### src/rtl/ltl_cluster_sequencer.sv
// Front-end controller for one LTL monitor cluster: buffers trace symbols, issues them
// under an enable/clear FSM, and serialises sticky violation hits onto a round-robin report channel.
module ltl_cluster_sequencer #(
    parameter int NUM_PROPS    = 10,
    parameter int SYM_W        = 8,
    parameter int FIFO_DEPTH   = 4,
    parameter int CLEAR_CYCLES = 2
) (
    input  logic                 clk_i,
    input  logic                 reset_i,
    input  logic                 enable_i,
    input  logic                 clear_req_i,
    input  logic                 sym_valid_i,
    output logic                 sym_ready_o,
    input  logic [SYM_W-1:0]     sym_data_i,
    output logic                 mon_run_o,
    output logic                 mon_reset_o,
    output logic [SYM_W-1:0]     mon_symbols_o,
    input  logic [NUM_PROPS-1:0] mon_hits_i,
    output logic                 rpt_valid_o,
    input  logic                 rpt_ready_i,
    output logic [3:0]           rpt_id_o,
    output logic [NUM_PROPS-1:0] pending_o,
    output logic                 busy_o,
    output logic [1:0]           state_o
);

    // Handshakes: a transfer happens on a rising edge where valid and ready are both 1;
    // valid never waits on ready, and the report id/valid hold until that transfer.

    localparam int AW = (FIFO_DEPTH < 2) ? 1 : $clog2(FIFO_DEPTH);
    localparam int CW = (CLEAR_CYCLES < 2) ? 1 : $clog2(CLEAR_CYCLES + 1);

    typedef enum logic [1:0] {
        ST_CLEAR = 2'd0,
        ST_IDLE  = 2'd1,
        ST_RUN   = 2'd2
    } state_t;

    state_t state_q, state_d;
    logic [CW-1:0] clr_cnt_q, clr_cnt_d;

    logic [SYM_W-1:0] fifo_mem [FIFO_DEPTH];
    logic [AW-1:0]    wr_ptr_q, rd_ptr_q;
    logic [AW:0]      count_q;

    logic                 mon_run_q, mon_reset_q;
    logic [SYM_W-1:0]     mon_symbols_q;
    logic [NUM_PROPS-1:0] pending_q, pending_d;
    logic [3:0]           ptr_q, ptr_d;
    logic                 lock_q;
    logic [3:0]           lock_id_q;
    logic [3:0]           rr_grant;
    logic                 rr_found;

    logic flush, push, pop, hs;

    // ---------------- control FSM ----------------
    always_ff @(posedge clk_i) begin
        if (!reset_i) begin
            state_q   <= ST_CLEAR;
            clr_cnt_q <= CW'(CLEAR_CYCLES);
        end else begin
            state_q   <= state_d;
            clr_cnt_q <= clr_cnt_d;
        end
    end

    always_comb begin
        state_d   = state_q;
        clr_cnt_d = clr_cnt_q;
        case (state_q)
            ST_CLEAR: begin
                if (clear_req_i) begin
                    clr_cnt_d = CW'(CLEAR_CYCLES);
                end else if (clr_cnt_q == CW'(1)) begin
                    state_d = ST_IDLE;
                end else begin
                    clr_cnt_d = clr_cnt_q - CW'(1);
                end
            end
            ST_IDLE: begin
                if (clear_req_i) begin
                    state_d   = ST_CLEAR;
                    clr_cnt_d = CW'(CLEAR_CYCLES);
                end else if (enable_i) begin
                    state_d = ST_RUN;
                end
            end
            ST_RUN: begin
                if (clear_req_i) begin
                    state_d   = ST_CLEAR;
                    clr_cnt_d = CW'(CLEAR_CYCLES);
                end else if (!enable_i) begin
                    state_d = ST_IDLE;
                end
            end
            default: begin
                state_d   = ST_CLEAR;
                clr_cnt_d = CW'(CLEAR_CYCLES);
            end
        endcase
    end

    assign state_o = state_q;

    // ---------------- symbol FIFO ----------------
    // Ready comes from the registered count only, so a full FIFO stays not-ready even while popping.
    assign sym_ready_o = (state_q != ST_CLEAR) && (count_q != (AW + 1)'(FIFO_DEPTH));
    assign flush       = clear_req_i && (state_q != ST_CLEAR);
    assign push        = sym_valid_i && sym_ready_o && !flush;
    assign pop         = (state_q == ST_RUN) && enable_i && !clear_req_i && (count_q != '0);

    always_ff @(posedge clk_i) begin
        if (push) begin
            fifo_mem[wr_ptr_q] <= sym_data_i;
        end
    end

    always_ff @(posedge clk_i) begin
        if (!reset_i || flush) begin
            wr_ptr_q <= '0;
            rd_ptr_q <= '0;
            count_q  <= '0;
        end else begin
            if (push) wr_ptr_q <= wr_ptr_q + AW'(1);
            if (pop)  rd_ptr_q <= rd_ptr_q + AW'(1);
            if (push && !pop)      count_q <= count_q + (AW + 1)'(1);
            else if (pop && !push) count_q <= count_q - (AW + 1)'(1);
        end
    end

    always_ff @(posedge clk_i) begin
        if (!reset_i) begin
            mon_run_q     <= 1'b0;
            mon_reset_q   <= 1'b1;
            mon_symbols_q <= '0;
        end else begin
            mon_run_q   <= pop;
            mon_reset_q <= (state_d == ST_CLEAR);
            if (pop) mon_symbols_q <= fifo_mem[rd_ptr_q];
        end
    end

    assign mon_run_o     = mon_run_q;
    assign mon_reset_o   = mon_reset_q;
    assign mon_symbols_o = mon_symbols_q;
    assign busy_o        = (count_q != '0) || (state_q == ST_CLEAR);

    // ---------------- hit capture and round-robin report ----------------
    always_comb begin
        rr_grant = 4'd0;
        rr_found = 1'b0;
        for (int k = 0; k < NUM_PROPS; k++) begin
            for (int i = 0; i < NUM_PROPS; i++) begin
                if (!rr_found && pending_q[i] && (((int'(ptr_q) + k) % NUM_PROPS) == i)) begin
                    rr_found = 1'b1;
                    rr_grant = 4'(i);
                end
            end
        end
    end

    assign rpt_valid_o = |pending_q;
    assign rpt_id_o    = lock_q ? lock_id_q : rr_grant;
    assign hs          = rpt_valid_o && rpt_ready_i;
    assign pending_o   = pending_q;

    // A hit arriving in the handshake cycle is applied after the clear, so it keeps the bit set.
    always_comb begin
        pending_d = pending_q;
        ptr_d     = ptr_q;
        for (int i = 0; i < NUM_PROPS; i++) begin
            if (hs && (rpt_id_o == 4'(i))) pending_d[i] = 1'b0;
        end
        if (state_q != ST_CLEAR) pending_d = pending_d | mon_hits_i;
        if (hs) ptr_d = (rpt_id_o == 4'(NUM_PROPS - 1)) ? 4'd0 : rpt_id_o + 4'd1;
        if (flush) begin
            pending_d = '0;
            ptr_d     = 4'd0;
        end
    end

    always_ff @(posedge clk_i) begin
        if (!reset_i) begin
            pending_q <= '0;
            ptr_q     <= 4'd0;
            lock_q    <= 1'b0;
            lock_id_q <= 4'd0;
        end else begin
            pending_q <= pending_d;
            ptr_q     <= ptr_d;
            lock_q    <= rpt_valid_o && !rpt_ready_i && !flush;
            lock_id_q <= rpt_id_o;
        end
    end

endmodule

### config.mk
export PLATFORM = sky130hd
export DESIGN_NAME = ltl_cluster_sequencer
export DESIGN_NICKNAME = d
export VERILOG_FILES = /design/src/rtl/ltl_cluster_sequencer.sv
export SDC_FILE = /design/constraint.sdc
export NUM_CORES = 1
export LEC_CHECK = 0
export BUFFER_PORTS_ARGS = -buffer_cell sky130_fd_sc_hd__buf_2
export CORE_MARGIN = 2
export CORE_UTILIZATION = 30
export DETAILED_ROUTE_END_ITERATION = 6
export GPL_TIMING_DRIVEN = 0
export PLACE_DENSITY_LB_ADDON = 0.15
export SLEW_MARGIN = 10
export SYNTH_ARGS = -nofsm -noshare
export SYNTH_HDL_FRONTEND = slang
export SYNTH_SLANG_ARGS = --single-unit
### constraint.sdc
create_clock -name clk_i -period 16.8 [get_ports clk_i]
set_clock_uncertainty 0.2 [all_clocks]
set_input_delay 2.52 -clock clk_i [delete_from_list [all_inputs] [get_ports clk_i]]
set_output_delay 2.52 -clock clk_i [all_outputs]
set_load 0.1 [all_outputs]
# ---- Word-level counts from Yosys, hierarchy flattened
# Memory sizes are Yosys's and may differ from the RTL's. A register that Yosys moved wholly into a read port is not among the register bits.
# Index checks and enable logic that the tools add are counted.
dict set report totals {
  regBits 32
  mem_bits_rw 32
  inputBits 24
  out_inout_bits 29
  word_cells 719
  n_memories 1
}
# memory words width rd rd_ports_with_merged_regs wr line
set mem_list {}
lappend mem_list {fifo_mem 4 8 1 1 1 43} ;# logic [SYM_W-1:0] fifo_mem [FIFO_DEPTH];
dict set report classes {
  addsub 15
  n_div 10
  eq_ne 105
  muxes 226
  bitwise_logic 2
  reduce_logical 349
}
# operator count
set ops {}
lappend ops {{== test 32 x 4 -> 1 bit (second input constant)} 40}
lappend ops {{== test 32 x 3 -> 1 bit (second input constant)} 20}
lappend ops {{== test 32 x 5 -> 1 bit (second input constant)} 20}
lappend ops {{2-to-1 mux 4 bit} 100}
lappend ops {{== test 32 x 2 -> 1 bit (second input constant)} 10}
lappend ops {{logical NOT 32 bit} 10}
lappend ops {{modulo 32 x 5 -> 32 bit (second input constant)} 9}
lappend ops {{logical AND 1 bit} 221}
lappend ops {{2-to-1 mux 1 bit} 112}
lappend ops {{logical NOT 1 bit} 106}
lappend ops {{modulo 5 x 5 -> 32 bit (second input constant)} 1}
lappend ops {{adder 4 x 3 -> 5 bit (second input constant)} 4}
lappend ops {{2-to-1 mux 2 bit} 9}
lappend ops {{== test 4 x 3 -> 1 bit (second input constant)} 4}
lappend ops {{adder 4 x 2 -> 5 bit (second input constant)} 2}
lappend ops {{adder 4 x 4 -> 5 bit (second input constant)} 2}
lappend ops {{2-to-1 mux 10 bit} 1}
lappend ops {{bitwise OR 10 bit} 1}
lappend ops {{OR reduction 10 bit} 1}
lappend ops {{== test 4 x 2 -> 1 bit (second input constant)} 2}
lappend ops {{== test 4 bit (second input constant)} 2}
lappend ops {{2-to-1 mux 3 bit} 2}
lappend ops {{inequality test 3 bit (second input constant)} 2}
lappend ops {{case mux 2 bit (3 select lines)} 1}
lappend ops {{other kinds (19)} 25}

# ---- Logic depth before layout (Yosys ltp)
dict set report logic_depth {
  ltp_word 406
  mapped_depth 29
  depth_no_buf 24
}

# ---- Worst setup path before layout
# OpenSTA, ideal clock, no wires.
dict set report synth_path {
  kind {register to output}
  start {register ptr_q[0]}
  end {output rpt_id_o[0]}
  arrival_ns 6.084
  required_ns 14.080
  setup_slack_ns 7.996
  stages_incl_launch_ff 27
  path_buffers 5
  path_cell_list {dfxtp_1 buf_2 inv_1 buf_1 ha_1 buf_4 buf_4 inv_1 a21oi_1 inv_1 nor2_1 a21oi_1 ha_1 nand2b_1 o22ai_1 a221oi_1 o32ai_4 nand4_1 a21oi_1 a221o_1 or4b_1 buf_2 or3_1 o311a_1 o221ai_2 nor4_4 nor2_2}
}
# element line
set synth_rtl {}
lappend synth_rtl {{start, declared} 50} ;# logic [3:0] ptr_q, ptr_d;
lappend synth_rtl {{start signal, assigned} 192} ;# ptr_q <= ptr_d;
lappend synth_rtl {{end, declared} 22} ;# output logic [3:0] rpt_id_o,

==> flow_summary.toml <==
[power_and_ir_drop]
peakVddDrop_mv = 0.0954
total_power_of_the_final_layout_uw = 837
powerDensity_nw_per_um2 = 79.1
power.static_leakage_nw = 4.00

[placement]
placed_area_um2 = 10300
placement.io_buffers = 52
detailed_placement_hpwl_um = 30600
dp_cells = 1687
weighted_congestion_reported_at_the_end_of_routability_driven_placement = 1.02
pre_cts_slack_ns = 6.16

[worst_setup_path]
critical_path.max_stage_delay_ns = 0.78
worst-endpoint-arrival_ns = 8.48
rr_startpoint = "ptr_q[0]"
worstSetupStartpoint = "ptr_q[0]"
cp_cell_sequence = "buf_2 > inv_1 > buf_1 > ha_1 > clkinv_1 > buf_1 > ha_1 > nand2b_1 > o22ai_1 > o211ai_2 > a2111oi_2 > a31oi_1 > a2111oi_2 > a221oi_1 > nand4_2 > buf_6 > nor3_1 > o311a_1 > a311o_2 > nor4_4 > nor2_2 > buf_2"
worst-endpoint-required_ns = 14.08
crit_path_end_kind = "primary output"
critical_setup_path_class = "reg -> out"
timing.critical_path.from_type = "register"
crit_slowest_cell = "sky130_fd_sc_hd__buf_1"
number_of_buffer_and_inverter_instances_along_the_worst_setup_path = 7
cpLargestDelayFamily = "compound AO/OA/AOI/OAI gates"
critical_path_fanout_max = 14

[timing]
slew_headroom = 0.243
timing.final.crit_period_ns = 11.20
max_slew.worst_pin.slew_ns = 1.13
setup-tns-final_ns = 0
hold_violations = 0
min_period_over_period = 0.667
rsz0062_at_grt = "false"
final-max-slew-violation-count = 0
timing.final.setup_violations = 0
fmax_mhz = 89.3
worst_slack_ns = 5.60

[clock_network]
ctsRootBufferMaster = "sky130_fd_sc_hd__clkbuf_16"
cts_num_sinks = 72
post_cts.resized_instances = 0
cts-htree-levels = 3
tritoncts.num_buffers = 9
cts_tree = "done"
clkTransAtPathRegs_ns = 0.06
insertion_delay_ns = 0.33
cts.path.max_buffers = 2
cts-hold-fix-buffers = 0
cts_post_setup_buffers_inserted = 0

[flow_run]
drv.max_cap_violation_count = 0

[drt]
post-route-drc-count = 0
ant_nets_after_route = 0
wl_per_cell_um = 23.1
drt_iter0_drc = 1056
route.vias.total = 10430
drt_pass1_iterations = 5
total_routed_wirelength_um = 39400
via_cell_ratio = 6.12

[finish]
layout.cells.most_common_list = "sky130_fd_sc_hd__nand2_1 (108), sky130_fd_sc_hd__nor2_1 (104), sky130_fd_sc_hd__buf_2 (77)"
post_layout_nonfiller_instances = 1703
design_area_um2 = 10600
layout-drive-gt1-share = 0.148
layout.cells.most_common = "sky130_fd_sc_hd__nand2_1"
layout-area-overhead-vs-synth_pct = 11.2
n_antenna_cell = 0
finalNetCount = 1377

[synth]
number_of_flops_mapped_to_enable_cells_by_yosys = 32
ys_seq_elements = 72
avgSynthCellArea_um2 = 7.71
synth_nets = 1314
post_synth_inst_count = 1233
postSynth.topFlopCell = "sky130_fd_sc_hd__dfxtp_1"
proportion_of_synthesized_chip_area_in_sequential_cells = 0.185
ys_async_sr_fraction = 0
synthDistinctLibCells = 119
netlist_area_before_placement_um2 = 9500
synthesis.yosys.warnings = 0

[global_route]
groute.usage.overall = 0.231
first_global_vias = 9895
grt_first_pass_wirelength_um = 59500
antenna_found_initial = 1
global_route.overflow_total = 0
grt_max_degree = 18

[floorplanning]
die_w_um = 182
design.die.area_um2 = 33100
chipHeight_um = 182
boundaryPins = 53
initial_core_util = 0.303
fp.coreArea_um2 = 31400
rows = 65

[hold_path]
worst_hold_path_type = "reg -> reg"
hold_start = "mon_symbols_o[6]"

[run_status]
outcome = "finished clean"
-- Yosys cell counts (all sizes together) (10+ instances only) --
cell	number	area share
nor2b	18	0.012
and3	16	0.011
o32ai	10	0.011
mux2i	21	0.022
xnor2	19	0.022
a31o	11	0.010
nor3b	13	0.011
nand2b	26	0.017
o22ai	14	0.0092
nor4	18	0.015
o21ai	78	0.041
nor2	106	0.042
ha	56	0.074
a211oi	18	0.015
nand4	15	0.011
or2	15	0.010
a21oi	73	0.042
a22oi	15	0.012
a31oi	23	0.016
buf	45	0.030
nand3	60	0.032
o211ai	13	0.011
edfxtp	32	0.10
a221oi	14	0.014
dfxtp	40	0.084
nand2	109	0.043
or3	12	0.0080
and2	25	0.016
nor3	44	0.025
clkbuf	29	0.012
a21o	17	0.013
inv	51	0.020
-- power by group --
group	internal, mW	switching (mW)
Sequential	0.186	0.00716
Combinational	0.145	0.306
Clock	0.116	0.0764
-- state kept, by name, summed over array words and instances, names as in the netlist, 2 cells and up --
signal	flops
clr_cnt_q	2
pending_o	10
count_q	3
ptr_q	4
wr_ptr_q	2
rd_ptr_q	2
lock_id_q	4
mon_symbols_o	8
state_o	2
fifo_mem	32
-- through the flow --
step                hold slack (ns)  utilization
detailed placement            0.281        0.327
CTS                           0.297        0.337
finish                        0.293        0.337
global route                  0.341        0.337
floorplan                     0.257            -
global placement              0.274        0.327
-- per-layer routing --
layer  up-vias  GRT usage  routed length (µm)
li1       4843          -                   -
met3        91     0.0279                2820
met4         2     0.0923                1470
met5         -          0                  38
met1      5010      0.323               17900
met2       484      0.363               17100
-- logic make-up after synthesis --
family,share of synthesized area
flip-flops,0.185
XOR/XNOR,0.0309
adder cells (fa/ha/maj),0.0758
buffers and inverters,0.0619
AO/OA/AOI/OAI,0.312
multiplexers,0.0533
AND/OR/NAND/NOR,0.280
-- cell type report --
type / instances / area, µm²
plain buffers: 74 / 393
clock buffers: 9 / 225
clock inverters: 7 / 78.8
fillers: 3378 / 20800
inverters: 52 / 195
multi-input cells: 1035 / 7150
flip-flops and latches: 72 / 1760
well taps: 402 / 503
repair buffers: 52 / 260
-- worst min-delay path, delay by kind of cell, from the launching register on --
family           cells  cell delay (ns)
muxes                1             0.06
DFF                  1             0.33
and+or+nand+nor      1             0.07
-- final timing paths --
| check | slack [ns] | cells past startpoint | end |
|---|---|---|---|
| max | 5.60 | 22 | rpt_id_o[0] |
| min | 0.29 | 2 | mon_symbols_o[6] |
| min reg2reg | 0.29 | 2 | mon_symbols_o[6] |
| max reg2reg | 7.96 | 24 | pending_o[0] |
(Power assumes the default switching activity.)
